<file path="config.mk">
export PLATFORM = sky130hd
export DESIGN_NAME = dmem_port_arbiter
export DESIGN_NICKNAME = d
export VERILOG_FILES = /design/src/rtl/dmem_port_arbiter.sv
export SDC_FILE = /design/constraint.sdc
export NUM_CORES = 1
export LEC_CHECK = 0
export ABC_AREA = 1
export CELL_PAD_IN_SITES_DETAIL_PLACEMENT = 1
export CELL_PAD_IN_SITES_GLOBAL_PLACEMENT = 2
export CORE_MARGIN = 2
export CORE_UTILIZATION = 10
export CTS_CLUSTER_SIZE = 28
export DETAILED_ROUTE_END_ITERATION = 16
export PLACE_DENSITY = 0.95
export SETUP_SLACK_MARGIN = 0.05
export SLEW_MARGIN = 20
export SYNTH_ARGS = -nofsm -noshare
export SYNTH_HDL_FRONTEND = slang
export SYNTH_SLANG_ARGS = --single-unit
</file>
<file path="constraint.sdc">
create_clock -name clk -period 2.8 [get_ports clk]
set_clock_uncertainty 0.1 [all_clocks]
set_input_delay 0.56 -clock clk [delete_from_list [all_inputs] [get_ports clk]]
set_output_delay 0.56 -clock clk [all_outputs]
set_load 0.01 [all_outputs]
</file>
<file path="src/rtl/dmem_port_arbiter.sv">
// Two-requester arbiter for the single word-aligned data-memory port.
// Round-robin grant with starvation override; read returns are tagged back to their owner.
module dmem_port_arbiter #(
  parameter int unsigned ADDR_W       = 10,
  parameter int unsigned READ_LATENCY = 1,
  parameter int unsigned MAX_WAIT     = 4
) (
  input  logic              clk,
  input  logic              rst_n,

  input  logic              req0,
  input  logic [3:0]        we0,
  input  logic [ADDR_W-1:0] addr0,
  input  logic [31:0]       wdata0,
  output logic              gnt0,
  output logic              rvalid0,
  output logic [31:0]       rdata0,

  input  logic              req1,
  input  logic [3:0]        we1,
  input  logic [ADDR_W-1:0] addr1,
  input  logic [31:0]       wdata1,
  output logic              gnt1,
  output logic              rvalid1,
  output logic [31:0]       rdata1,

  output logic              mem_en,
  output logic [3:0]        mem_we,
  output logic [ADDR_W-1:0] mem_addr,
  output logic [31:0]       mem_wdata,
  input  logic [31:0]       mem_rdata
);

  localparam int unsigned WAIT_W = 4;
  localparam int unsigned PIPE_W = READ_LATENCY;
  localparam logic [WAIT_W-1:0] WAIT_MAX = WAIT_W'(MAX_WAIT);

  logic              last_grant;
  logic [WAIT_W-1:0] wait0;
  logic [WAIT_W-1:0] wait1;
  logic [PIPE_W-1:0] pipe_valid;
  logic [PIPE_W-1:0] pipe_owner;
  logic              push_read;
  logic              tail_valid;
  logic              tail_owner;

  function automatic logic [WAIT_W-1:0] next_wait(input logic req, input logic gnt,
                                                  input logic [WAIT_W-1:0] cnt);
    if (!req || gnt) return '0;
    if (cnt >= WAIT_MAX) return WAIT_MAX;
    return cnt + WAIT_W'(1);
  endfunction

  // Same-cycle grant; requests are ignored while reset is asserted.
  always_comb begin
    gnt0 = 1'b0;
    gnt1 = 1'b0;
    if (rst_n) begin
      if (req0 && !req1) begin
        gnt0 = 1'b1;
      end else if (req1 && !req0) begin
        gnt1 = 1'b1;
      end else if (req0 && req1) begin
        if (wait0 >= WAIT_MAX) begin
          gnt0 = 1'b1;
        end else if (wait1 >= WAIT_MAX) begin
          gnt1 = 1'b1;
        end else if (last_grant) begin
          gnt0 = 1'b1;
        end else begin
          gnt1 = 1'b1;
        end
      end
    end
  end

  // Memory port mirrors the winner and is fully zeroed when idle.
  always_comb begin
    mem_en    = gnt0 | gnt1;
    mem_we    = 4'h0;
    mem_addr  = '0;
    mem_wdata = 32'h0;
    if (gnt0) begin
      mem_we    = we0;
      mem_addr  = addr0;
      mem_wdata = wdata0;
    end else if (gnt1) begin
      mem_we    = we1;
      mem_addr  = addr1;
      mem_wdata = wdata1;
    end
  end

  assign push_read = mem_en && (mem_we == 4'h0);

  always_ff @(posedge clk or negedge rst_n) begin
    if (!rst_n) begin
      last_grant <= 1'b1;
      wait0      <= '0;
      wait1      <= '0;
      pipe_valid <= '0;
      pipe_owner <= '0;
    end else begin
      if (mem_en) begin
        last_grant <= gnt1;
      end
      wait0      <= next_wait(req0, gnt0, wait0);
      wait1      <= next_wait(req1, gnt1, wait1);
      pipe_valid <= (pipe_valid << 1) | PIPE_W'(push_read);
      pipe_owner <= (pipe_owner << 1) | PIPE_W'(gnt1);
    end
  end

  // Tail of the tag pipeline lines up with mem_rdata for the owning requester.
  assign tail_valid = pipe_valid[PIPE_W-1];
  assign tail_owner = pipe_owner[PIPE_W-1];
  assign rvalid0    = tail_valid && !tail_owner;
  assign rvalid1    = tail_valid && tail_owner;
  assign rdata0     = rvalid0 ? mem_rdata : 32'h0;
  assign rdata1     = rvalid1 ? mem_rdata : 32'h0;

endmodule

</file>
==> flow_summary.ini, run 1 <==
[clock_tree]
post_cts_buffers = 0
clk_pin_slew_ns = 0.04
cts_buffers = 3
cts-htree-levels = 1
clk_latency_ns = 0.24
clockBufferDepth = 2
cts_tree = built
cts_sinks = 11
cts_root_buf = clkbuf_16
postCtsHoldBufs = 0

[floorplanning]
io_pins = 243
fp.dieArea_um2 = 15300
num_rows = 43
die_x_um = 124
die_y_um = 124
start_util = 0.103
coreArea_um2 = 13900

[layout]
finalNetCount = 607
num_antenna_cells = 0
final_cell_count_no_fill = 656
drive_gt1_frac = 0.0945
syn2layout_area_growth_pct = 192
final_area_um2 = 4190

[detailed_routing]
viasPerCell = 3.81
vias = 2499
drt-initial-drc-count = 36
drt_wl_total_um = 9410
drc = 0
ant_nets = 0
wl_per_cell_um = 14.3
drt_pass1_iterations = 3

[power_and_ir_drop]
p_int_mw = 0.701
p_seq_frac = 0.178
power_density_nw_per_um2 = 239
p_clk_frac = 0.258
switching_power_mw = 0.301
p_leak_nw = 2.03
vdd_drop_max_mv = 0.169
p_sw_frac = 0.300
pwr-share-comb = 0.564

[sta]
tns_ns = 0
fin_crit_ns = 2.66
setup_violations = 0
max_freq_ghz = 0.376
fin_crit_sh = 0.950
slew_viol_final = 0
rsz0062_at_grt = no
worst_slack_ns = 0.139
hold_violations = 0

[logic_synthesis]
synth_compound_area_frac = 0.256
yosysWarnings = 0
avgSynthCellArea_um2 = 6.52
ys_ff_latch = 11
synth_top_cell_area_share = 0.256
synth_edf_count = 0
synth_xor_area_frac = 0
ys.flop_type = dfrtp_1
synthAdderAreaFrac = 0.0174
synth_mux_area_frac = 0
yosysMostFrequentCell = nor2_1
synth_common_cells = nor2_1, a22o_1, inv_1, nand2_1, dfrtp_1
syn_inst = 220
synth_area_um2 = 1440
synth_top_family_by_area = simple AND/OR/NAND/NOR gates
synthArstFlopShare = 1.00
synth_top_cell_by_area = a22o_1
synth_area_leaders = a22o_1, nor2_1, dfrtp_1
synthDistinctLibCells = 17
yosys.area_share.simple = 0.337
synth-seq-area-share = 0.193

[critical_path]
max_stage_delay_ns = 0.49
worstPathCellList = clkdlybuf4s50_1, buf_4, nand2_4, nand2_4, inv_4, buf_4, a22o_1, dlygate4sd2_1
cp-start-kind = input pin
crit_required_ns = 2.14
path_delay_family = buffers and inverters
cp_slowest_cell = clkdlybuf4s50_1
critPathCaptureType = output pin
critPathBufInv = 5
arrival_ns = 2.00
path_max_fanout = 7
path_class = input pin to output pin

[run_status]
status = completed

[grt]
grt_most_used_layer = met2
grt_pass1_wl_um = 13000
grt_usage = 0.108
grt_use_met1 = 0.110
antenna_found_initial = 0
grt_pass1_vias = 2574
met3_usage = 0.0215
use_met2 = 0.217
grt_overflow = 0
grt_start_max_net_pins = 34

[placed_design]
pre_cts_slack_ns = -0.208
dp_hpwl_um = 8410
dp_cells = 652
port_buffers = 242
placed_area_um2 = 4170
place_congestion = 0.759

[run]
max_cap_viol_count = 0

[min_path]
hold_class = flop to flop
-- flip-flops by register name, indices dropped and copies added (netlist names) --
name,flops
last_grant,1
pipe_owner,1
pipe_valid,1
wait0,4
wait1,4
-- cells in the final DEF, fill, tap and decap left out --
cell type / instances
nand3_4: 1
dlygate4sd2_1: 34
clkbuf_1: 1
buf_12: 2
nand3_1: 8
nor2_1: 73
buf_4: 21
nand4_1: 1
dfrtp_1: 10
clkdlybuf4s15_1: 8
conb_1: 2
nand2_4: 5
inv_4: 2
nand2_1: 14
a22o_1: 42
dlymetal6s2s_1: 2
nor2_2: 1
nor2_4: 2
nor3_1: 2
inv_1: 40
inv_2: 1
clkbuf_16: 3
dfstp_2: 1
clkbuf_2: 6
clkdlybuf4s50_1: 192
ha_1: 2
-- routing by layer --
metal | vias up | wire [µm]
li1 | 1210 | -
met1 | 1122 | 3280
met2 | 158 | 4950
met3 | 9 | 1030
met4 | 0 | 150
met5 | - | 0
-- worst register-to-register path, delay by kind of cell, from the launching register on --
| kind | cells | cell delay, ns |
|---|---|---|
| buffers and inverters | 2 | 0.27 |
| and+or+nand+nor | 8 | 0.63 |
| DFF | 1 | 0.56 |
-- kinds of logic (layout without fill, tap and decap cells) --
logic type / after synthesis / count (layout)
flip-flops: 11 / 11
buffers and inverters: 57 / 312
adder cells (fa/ha/maj): 2 / 2
AND/OR/NAND/NOR: 107 / 107
other: 1 / 2
AO/OA/AOI/OAI: 42 / 42
-- layout make-up --
type,instances,area (µm²)
Sequential cell,11,277
Tap cell,180,225
Clock buffer,4,78.8
Timing Repair Buffer,265,2550
Multi-Input combinational cell,153,886
Fill cell,1699,9750
Inverter,43,166
-- power groups by stage --
stage | logic [mW] | registers, mW | clock network, mW
finish | 0.565 | 0.178 | 0.258
global route | 0.609 | 0.180 | 0.273
CTS | 0.575 | 0.179 | 0.265
detailed placement | 0.605 | 0.181 | 0
global placement | 0.593 | 0.180 | 0
floorplan | 0.195 | 0.179 | 0
-- path summary, 6_finish.rpt --
check	slack (ns)	startpoint	endpoint	depth (start not counted)
max in group asynchronous	2.03	rst_n	last_grant$_DFFE_PN1P_	2
min in group asynchronous	0.35	rst_n	pipe_valid$_DFF_PN0_	2
worst min-delay path	0.34	wait0[0]$_DFF_PN0_	wait0[0]$_DFF_PN0_	1
worst max-delay path	0.14	req0	mem_addr[3]	8
worst max register to register	1.15	last_grant$_DFFE_PN1P_	pipe_valid$_DFF_PN0_	10
worst min register to register	0.34	wait0[0]$_DFF_PN0_	wait0[0]$_DFF_PN0_	1
-- timing repair --
action / in CTS / in global routing
cloned: 0 / 0
resized for setup: 54 / 18
endpoints found under the setup margin: 49 / 43
-- per-stage QoR --
step           power (mW)  hold slack [ns]   util
2_1_floorplan       0.374            0.164      -
3_3_place_gp        0.773            0.326  0.299
3_5_place_dp        0.786            0.344  0.299
4_1_cts              1.02            0.351  0.301
5_1_grt              1.06            0.371  0.300
6_report             1.00            0.344  0.300
Power figures use the tool's default switching activity.
==> run 2: changes to the inputs <==
Settings changed: CELL_PAD_IN_SITES_GLOBAL_PLACEMENT 2 to 1, CORE_UTILIZATION 10 to 13, SLEW_MARGIN 20 to 40.
==> run 2 against run 1 <==
Against the previous run: maximum frequency is 1.1% lower; clock power is 38% lower; critical endpoint is now mem_en; die area is 22% lower; sequential share of layout area is 0.16 points higher; first-iteration DRC count grew to 3.4 times the previous value; setup slack worse by 0.029 ns; non-clock buffer count is 5 lower; final cell count is 6.9% lower; hold slack worse by 0.0021 ns; power is 11% lower; wire length is 4.5% lower.
==> flow_summary.ini, run 2 (synthesized netlist as in run 1, its figures left out) <==
[grt]
grt_usage = 0.134
antenna_found_initial = 0
met3_usage = 0.0353
grt_start_max_net_pins = 34
grt_pass1_vias = 2514
grt_pass1_wl_um = 12600
grt_use_met1 = 0.137
grt_overflow = 0
use_met2 = 0.271
grt_most_used_layer = met2

[detailed_routing]
drt_pass1_iterations = 4
ant_nets = 0
vias = 2496
drt-initial-drc-count = 122
drt_wl_total_um = 8980
viasPerCell = 4.09
drc = 0
wl_per_cell_um = 14.7

[clock_tree]
cts_tree = built
cts_root_buf = clkbuf_8
clockBufferDepth = 2
clk_pin_slew_ns = 0.05
postCtsHoldBufs = 0
cts_buffers = 3
clk_latency_ns = 0.24
cts_sinks = 11
cts-htree-levels = 1
post_cts_buffers = 0

[min_path]
hold_depth = 1
min_to = wait1[0]$_DFF_PN0_
hold_start = wait1[0]$_DFF_PN0_
hold_class = flop to flop

[critical_path]
critPathCaptureType = output pin
r2r-start = last_grant$_DFFE_PN1P_
crit_required_ns = 2.14
path_class = input pin to output pin
r2r-end = pipe_valid$_DFF_PN0_
path_max_fanout = 5
reg2reg_slack_ns = 1.33
arrival_ns = 2.03
cp-start-kind = input pin
ff2ff_path_depth = 9

[placed_design]
dp_hpwl_um = 7960
place_congestion = 0.730
port_buffers = 242
dp_cells = 607
pre_cts_slack_ns = -0.217

[power_and_ir_drop]
power_density_nw_per_um2 = 219
p_total_mw = 0.896
vdd_drop_max_mv = 0.113
p_leak_nw = 1.99

[sta]
setup_violations = 0
hold_violations = 0
fin_crit_ns = 2.69
slew_viol_final = 0
worst_slack_ns = 0.110
fin_crit_sh = 0.961
rsz0062_at_grt = no
max_freq_ghz = 0.372

[floorplanning]
fp.dieArea_um2 = 11900
die_y_um = 109
start_util = 0.133
die_x_um = 109
io_pins = 243
coreArea_um2 = 10800
num_rows = 38

[layout]
syn2layout_area_growth_pct = 185
final_cell_count_no_fill = 611
top_regs = wait0 x4, wait1 x4
final_common_cell = clkdlybuf4s50_1
fin_util = 0.379
drive_gt1_frac = 0.0679
finalNetCount = 602
num_antenna_cells = 0
regArea_um2 = 277
multiInputGateArea_um2 = 883
final_cell_mix = clkdlybuf4s50_1, nor2_1, a22o_1
fillerInstances = 1318

[run]
max_cap_viol_count = 0

[run_status]
status = completed
-- run 2: worst max-delay path by stage --
| stage | from | end | slack [ns] |
|---|---|---|---|
| global placement | req0 | mem_wdata[18] | -0.15 |
| CTS | req1 | mem_we[2] | 0.05 |
| finish | req1 | mem_en | 0.11 |
| floorplan | rst_n | mem_wdata[22] | 0.92 |
| detailed placement | req0 | mem_wdata[21] | -0.22 |
| global route | req1 | mem_addr[3] | 0.05 |
-- run 2: stage by stage --
step | instance area, µm² | setup TNS, ns | hold slack (ns)
after detailed placement | 4080 | -7.42 | 0.344
after floorplan | 1440 | 0 | 0.164
after global routing | 4090 | 0 | 0.372
after global placement | 4080 | -5.60 | 0.327
final | 4090 | 0 | 0.342
after CTS | 4070 | 0 | 0.351
-- run 2: metal layers --
layer | routed length [µm] | part of all wire | vias to the layer above
met2 | 4960 | 0.55 | 132
met4 | 60 | 0.0067 | 0
met1 | 3110 | 0.35 | 1156
met3 | 850 | 0.095 | 8
met5 | 0 | 0 | -
li1 | - | - | 1200
-- run 2: worst max-delay path: stages --
cell and delay [ns]:
clkdlybuf4s50_1 0.48, nand2_1 0.05, inv_1 0.11, buf_4 0.15, nor2_1 0.06, inv_1 0.07
clkdlybuf4s50_1 0.54
-- run 2: what timing repair did --
item                                    4_1_cts  5_1_grt
gates resized for setup                      49       14
endpoints found under the setup margin       49       14
cloned                                        0        0
-- run 2: final cells by class --
class | count | area share
sequential | 11 | 0.0677
multi-input combinational | 153 | 0.216
clock buffer | 4 | 0.0110
timing repair buffer | 260 | 0.622
tap | 140 | 0.0429
inverter | 43 | 0.0407
-- run 2: power breakdown --
group	switching, mW	internal [mW]	leakage [nW]	total [mW]
logic	0.221	0.336	1.82	0.558
clock network	0.0605	0.100	0.0228	0.161
registers	0.00713	0.171	0.141	0.178
